File: config.mk
export PLATFORM = sky130hd
export DESIGN_NAME = dac_output_scheduler
export DESIGN_NICKNAME = d
export VERILOG_FILES = /design/src/rtl/dac_output_scheduler_pkg.sv /design/src/rtl/dac_output_scheduler_rr_pending_select.sv /design/src/rtl/dac_output_scheduler.sv
export SDC_FILE = /design/constraint.sdc
export NUM_CORES = 1
export LEC_CHECK = 0
export ABC_AREA = 1
export CORE_ASPECT_RATIO = 0.9
export CORE_UTILIZATION = 58
export CTS_CLUSTER_DIAMETER = 150
export DETAILED_ROUTE_END_ITERATION = 7
export DONT_BUFFER_PORTS = 1
export PLACE_DENSITY = 0.76
export SETUP_SLACK_MARGIN = 0.2
export SLEW_MARGIN = 20
export SYNTH_ARGS = -nofsm -noshare
export SYNTH_HDL_FRONTEND = slang
export SYNTH_SLANG_ARGS = --single-unit
File: constraint.sdc
create_clock -name clk_in -period 3.2 [get_ports clk_in]
set_input_delay 0.8 -clock clk_in [delete_from_list [all_inputs] [get_ports clk_in]]
set_output_delay 0.8 -clock clk_in [all_outputs]
set_load 0.01 [all_outputs]
File: src/rtl/dac_output_scheduler_pkg.sv
// ---------------------------------------------------------------------------
// dac_output_scheduler_pkg
// Shared definitions for the DAC output scheduler:
//   - FSM state encodings (legacy-compatible 2-bit constants)
//   - width of the optional coalesced-write counter and its saturating step
// Optional feature macro used by the top: DAC_SCHED_OVWR_CNT_EN
// ---------------------------------------------------------------------------
package dac_output_scheduler_pkg;

    localparam logic [1:0] S_IDLE  = 2'd0;
    localparam logic [1:0] S_ISSUE = 2'd1;
    localparam logic [1:0] S_WAIT  = 2'd2;

    localparam int OVWR_W = 16;

    function automatic logic [OVWR_W-1:0] sat_inc(input logic [OVWR_W-1:0] v);
        return (v == '1) ? v : v + OVWR_W'(1);
    endfunction

endpackage

File: src/rtl/dac_output_scheduler_rr_pending_select.sv
// ---------------------------------------------------------------------------
// rr_pending_select
// Combinational round-robin picker: returns the first pending channel
// strictly after rr_ptr, wrapping N_CHAN-1 -> 0.
// Ports:
//   pend      in   N_CHAN   pending flag per channel
//   rr_ptr    in   W_CHAN   last issued channel
//   sel       out  W_CHAN   selected channel (valid when any_pend)
//   any_pend  out  1        at least one channel pending
// ---------------------------------------------------------------------------
module rr_pending_select #(
    parameter int N_CHAN = 8,
    parameter int W_CHAN = 3
) (
    input  logic [N_CHAN-1:0] pend,
    input  logic [W_CHAN-1:0] rr_ptr,
    output logic [W_CHAN-1:0] sel,
    output logic              any_pend
);

    logic [W_CHAN-1:0] idx;

    // Scan from the farthest candidate to the nearest so the last hit,
    // i.e. the one closest after rr_ptr, wins without a found flag.
    always_comb begin
        sel = rr_ptr;
        idx = '0;
        for (int i = N_CHAN; i >= 1; i--) begin
            idx = W_CHAN'((int'(rr_ptr) + i) % N_CHAN);
            if (|(pend & (N_CHAN'(1) << idx))) begin
                sel = idx;
            end
        end
    end

    assign any_pend = |pend;

endmodule

File: src/rtl/dac_output_scheduler.sv
// ---------------------------------------------------------------------------
// dac_output_scheduler
// One coalescing slot per DAC channel (newest value wins). Pending slots are
// issued round-robin to the DAC controller, one at a time, each handshaked on
// dac_done_in with a watchdog. Host writes beat PID writes on the same
// channel; channels in hold_mask_in ignore PID writes.
//
// state | meaning
// IDLE  | waiting for any pending slot; issues one when found
// ISSUE | issue strobe cycle; watchdog cleared
// WAIT  | waiting for dac_done_in or watchdog expiry
//
// Ports:
//   clk_in, rst_in (async, active-low)
//   pid_dv_in/pid_chan_in/pid_data_in      PID write
//   host_dv_in/host_chan_in/host_data_in   host write (priority)
//   hold_mask_in                           per-channel PID discard
//   dac_dv_out/dac_chan_out/dac_data_out   issue to DAC controller
//   dac_done_in                            controller write complete
//   busy_out                               high in ISSUE or WAIT
//   tmo_out                                sticky watchdog expiry
//   ovwr_cnt_out                           only with DAC_SCHED_OVWR_CNT_EN:
//                                          saturating coalesced-drop count
// ---------------------------------------------------------------------------
module dac_output_scheduler
    import dac_output_scheduler_pkg::*;
#(
    parameter int N_CHAN = 8,
    parameter int W_CHAN = 3,
    parameter int W_DATA = 16,
    parameter int W_TMO  = 10
) (
    input  logic              clk_in,
    input  logic              rst_in,
    input  logic              pid_dv_in,
    input  logic [W_CHAN-1:0] pid_chan_in,
    input  logic [W_DATA-1:0] pid_data_in,
    input  logic              host_dv_in,
    input  logic [W_CHAN-1:0] host_chan_in,
    input  logic [W_DATA-1:0] host_data_in,
    input  logic [N_CHAN-1:0] hold_mask_in,
    output logic              dac_dv_out,
    output logic [W_CHAN-1:0] dac_chan_out,
    output logic [W_DATA-1:0] dac_data_out,
    input  logic              dac_done_in,
    output logic              busy_out,
    output logic              tmo_out
`ifdef DAC_SCHED_OVWR_CNT_EN
    ,
    output logic [OVWR_W-1:0] ovwr_cnt_out
`endif
);

    logic [1:0]        state;
    logic [N_CHAN-1:0] pend;
    logic [W_DATA-1:0] val [N_CHAN];
    logic [W_CHAN-1:0] rr_ptr;
    logic [W_TMO-1:0]  wd_cnt;
    logic [W_TMO-1:0]  wd_next;
    logic [W_CHAN-1:0] sel;
    logic              any_pend;
    logic [N_CHAN-1:0] pid_hit;
    logic [N_CHAN-1:0] host_hit;
    logic [N_CHAN-1:0] wr_hit;
    logic [N_CHAN-1:0] issue_clr;
    logic [W_DATA-1:0] sel_data;

    rr_pending_select #(
        .N_CHAN (N_CHAN),
        .W_CHAN (W_CHAN)
    ) u_rr_pending_select (
        .pend     (pend),
        .rr_ptr   (rr_ptr),
        .sel      (sel),
        .any_pend (any_pend)
    );

    // Per-channel decode; channel indices >= N_CHAN match nothing.
    always_comb begin
        pid_hit  = '0;
        host_hit = '0;
        sel_data = '0;
        for (int c = 0; c < N_CHAN; c++) begin
            pid_hit[c]  = pid_dv_in && (int'(pid_chan_in) == c) && !hold_mask_in[c];
            host_hit[c] = host_dv_in && (int'(host_chan_in) == c);
            if (int'(sel) == c) begin
                sel_data = val[c];
            end
        end
    end

    assign wr_hit    = pid_hit | host_hit;
    assign issue_clr = (state == S_IDLE && any_pend) ? (N_CHAN'(1) << sel) : '0;
    assign wd_next   = wd_cnt + W_TMO'(1);
    assign busy_out  = (state == S_ISSUE) || (state == S_WAIT);

    always_ff @(posedge clk_in or negedge rst_in) begin
        if (!rst_in) begin
            state        <= S_IDLE;
            pend         <= '0;
            rr_ptr       <= W_CHAN'(N_CHAN - 1);
            wd_cnt       <= '0;
            dac_dv_out   <= 1'b0;
            dac_chan_out <= '0;
            dac_data_out <= '0;
            tmo_out      <= 1'b0;
            for (int c = 0; c < N_CHAN; c++) begin
                val[c] <= '0;
            end
        end else begin
            // A write landing on the slot being issued re-arms it, so the
            // newer value goes out on a later round.
            pend <= (pend & ~issue_clr) | wr_hit;
            for (int c = 0; c < N_CHAN; c++) begin
                if (host_hit[c]) begin
                    val[c] <= host_data_in;
                end else if (pid_hit[c]) begin
                    val[c] <= pid_data_in;
                end
            end

            case (state)
                S_IDLE: begin
                    if (any_pend) begin
                        dac_chan_out <= sel;
                        dac_data_out <= sel_data;
                        rr_ptr       <= sel;
                        dac_dv_out   <= 1'b1;
                        state        <= S_ISSUE;
                    end
                end
                S_ISSUE: begin
                    dac_dv_out <= 1'b0;
                    wd_cnt     <= '0;
                    state      <= S_WAIT;
                end
                S_WAIT: begin
                    if (dac_done_in) begin
                        state <= S_IDLE;
                    end else begin
                        wd_cnt <= wd_next;
                        if (wd_next == '1) begin
                            tmo_out <= 1'b1;
                            state   <= S_IDLE;
                        end
                    end
                end
                default: begin
                    dac_dv_out <= 1'b0;
                    state      <= S_IDLE;
                end
            endcase
        end
    end

`ifdef DAC_SCHED_OVWR_CNT_EN
    // A same-cycle host+PID pair on one channel is a single coalesce event;
    // the slot being issued this cycle is not a drop.
    always_ff @(posedge clk_in or negedge rst_in) begin
        if (!rst_in) begin
            ovwr_cnt_out <= '0;
        end else if (|(wr_hit & pend & ~issue_clr)) begin
            ovwr_cnt_out <= sat_inc(ovwr_cnt_out);
        end
    end
`endif

endmodule

==> flow_summary_export.csv, run 1 <==
group,metric,value,unit
status,status,"completed",
sta,finalSetupViolations,0,
run,maxCapViolCount,0,
clocking,clkTransAtPathRegs,60,ps
sta,finalSetupTns,0,ps
finish,fill_cells,1399,
setup_path,path_class,"reg2reg",
setup_path,required,3520,ps
sta,fin_crit,3150,ps
floorplanning,rows,45,
grt,grt_max_degree,173,
floorplanning,die_h,128,µm
finish,final_util,67.8,%
sta,fin_crit_sh,98.4,%
sta,worstMarginPinSlew,652,ps
setup_path,critPathMaxFanout,13,
grt,grt_first_pass_wirelength,47200,µm
yosys,synth-seq-cells,172,
yosys,synth_ff_type,"dfrtp_1",
clocking,insertion_delay,440,ps
placement,io_buffer_count,0,
clocking,cts_tree,"done",
setup_path,regToRegSetupSlack,50,ps
routing,wl,29500,µm
finish,final-seq-area,4310,µm²
clocking,cts_made_buffers,17,
placement,pre_cts_ws,-102,ps
grt,antenna_found_initial,0,
yosys,synth_fp_nets,1450,
sta,fmaxAchievable,318,MHz
yosys,postSynthCellCount,1386,
routing,drt_iter0_markers,1149,
setup_path,reg2reg_from,"rr_ptr[1]",
clocking,root_buffer,"clkbuf_16",
grt,grt_util_all_layers,33.6,%
yosys,yosysWarnings,0,
routing,dr.pass1.iters,6,
setup_path,worst_ep_arrival_time,3470,ps
yosys,yosysSeqAreaShare,42.3,%
setup_path,cp_num_buf_inv,4,
routing,vias,9695,
yosys,synth_area,10200,µm²
placement,hpwl,20000,µm
clocking,clock_sinks,172,
setup_path,crit_path_start_kind,"flop",
setup_path,rr_endpoint,"dac_data_out[15]",
grt,grt_pass1_vias,8629,
yosys,syn_avg_cell_area,7.35,µm²
finish,layout_common_cells,"nand2_1, dfrtp_1, inv_1",
placement,gp_congestion,0.956,
clocking,htreeDepth,4,
finish,multiInputGateArea,5120,µm²
sta,hold_ws,71.1,ps
setup_path,critPathMaxStageDelay,640,ps
yosys,ys_async_sr_fraction,100,%
finish,areaGrowthSynthToFinish,13.2,%
finish,diodes,0,
floorplanning,die-area,18100,µm²
grt,grt-ovfl-total,0,
sta,setup_ws,52.1,ps
floorplanning,start_util,59.9,%
clocking,cts_max_path_buffers,2,
routing,ant_nets,0,
yosys,synth.distinct_cells,40,
worst_hold_path,hp-class,"in2async",
routing,drc,0,
setup_path,reg2regPathDepth,24,
sta,skew,8.33,ps
floorplanning,die_w,142,µm
sta,finalMaxSlewViolations,0,
sta,rsz0062_at_grt,"true",
setup_path,crit_top_cell,"nand2_1",
routing,via_per_inst,5.99,
setup_path,critPathCaptureType,"flop",
routing,routedWlPerCell,18.3,µm
finish,drive_gt1_share,13.6,%
yosys,synth_edf_count,0,
setup_path,slowest_stage,"dfstp_2",
setup_path,crit_start,"rr_ptr[1]",
setup_path,path_cells,"ha_4, buf_4, buf_4, nand4_1, nand2_1, nor2_2, nand2_2, nor2_1, nand2_1, nand2_1, nand2_1, nand2_1, nand2_1, nand2_1, nand2_2, nand2_4, buf_12, buf_12, nand3_1, nand3_2, nor2_1, nand3b_1, nand2_1, nand2_1",
floorplanning,pin_count,73,
setup_path,worst-path-stages,24,
finish,layout_commonest_cell,"nand2_1",
sta,finalHoldViolations,0,
clocking,holdBufCountCts,0,
floorplanning,fp.coreArea,17000,µm²
finish,nets,1434,
sta,max_slew_margin,56.5,%
setup_path,cp_top_family,"simple AND/OR/NAND/NOR gates",
==> sequential cells by signal, indices dropped and copies added (netlist names) <==
register	cells
dac_data_out	16
dac_chan_out	3
tmo_out	1
val	128
state	2
pend	8
wd_cnt	10
dac_dv_out	1
rr_ptr	3
==> area by class of cell <==
cell class,instances,area share (%)
Multi-Input combinational cell,953,44.5
Sequential cell,172,37.4
Inverter,172,5.88
Timing Repair Buffer,54,5.04
Clock buffer,21,3.91
Tap cell,235,2.55
Clock inverter,11,0.782
==> Yosys cell counts, types with 3 or more instances <==
master    instances  area [µm²]
a21oi_1          25         125
a31oi_1          74         463
buf_2            12        60.1
buf_4             4        30.0
buf_6             6        67.6
clkbuf_1         60         225
clkbuf_2          7        35.0
dfrtp_1         169        4230
dfstp_2           3        78.8
ha_1             13         163
inv_1           162         608
inv_2             7        26.3
nand2_1         339        1270
nand2_2          11        68.8
nand2_4           5        56.3
nand3_1          98         490
nand3_2           6        60.1
nand3b_1         15         113
nand4_1          12        75.1
nor2_1          135         507
nor3_1            7        35.0
nor4_1            3        18.8
o211ai_1         62         465
o21ai_0         107         536
o21ai_1           6        30.0
o22ai_1           8        50.1
o31ai_1           8        60.1
xor2_1            4        35.0
==> how the worst max path moves through the flow <==
stage | to | slack [ps]
2_1_floorplan | dac_data_out[11] | 230
3_3_place_gp | dac_data_out[1] | -180
3_5_place_dp | dac_data_out[0] | -100
4_1_cts | dac_data_out[1] | 190
5_1_grt | dac_data_out[13] | -150
6_report | dac_data_out[15] | 50
==> stage by stage <==
step	instances	area (µm²)
2_1_floorplan	1386	10200
3_3_place_gp	1567	10400
3_5_place_dp	1567	10400
4_1_cts	1608	11200
5_1_grt	1618	11500
6_report	1618	11500
==> cell families after synthesis <==
group | after synthesis | share of synthesized area (%)
and+or+nand+nor | 640 | 27.8
AOI/OAI and AO/OA | 293 | 17.2
xor gates and xnor gates | 6 | 0.516
DFF | 172 | 42.3
adders and majority gates | 13 | 1.60
buffers and inverters | 262 | 10.6
==> metal layers <==
layer  part of all wire (%)  vias up  GRT usage [%]
met2                     41      568           45.3
met4                    1.1        0           7.21
met5                      0        -              0
met3                     12       40           7.77
li1                       -     4533              -
met1                     46     4554           54.1
==> worst reg2reg max path, stage by stage, from the launching register on <==
cell and delay (ps):
dfstp_2 640, ha_4 180, buf_4 100, buf_4 120, nand4_1 120, nand2_1 150, nor2_2 60, nand2_2 100
nor2_1 50, nand2_1 80, nand2_1 90, nand2_1 80, nand2_1 60, nand2_1 60, nand2_1 60, nand2_2 80
nand2_4 90, buf_12 150, buf_12 140, nand3_1 110, nand3_2 110, nor2_1 130, nand3b_1 120, nand2_1 110
nand2_1 50
==> what timing repair did <==
| item | CTS | global route |
|---|---|---|
| gates cloned | 3 | 2 |
| resized for setup | 29 | 58 |
| setup endpoints to repair | 21 | 22 |
| pin swaps | 8 | 24 |
| buffers inserted | 6 | 8 |
Power of run 1 is left out: the tool's default activity adds up to more than one toggle a clock period on the data nets, which glitch-free logic cannot reach.
==> run 2: changes to the inputs <==
CTS_CLUSTER_SIZE = 10   (was unset)
SLEW_MARGIN = unset   (was 20)
==> results of run 2 <==
No change in the layout: final DEF, timing and power equal those of run 1.
Power of run 2 is left out for the same reason.
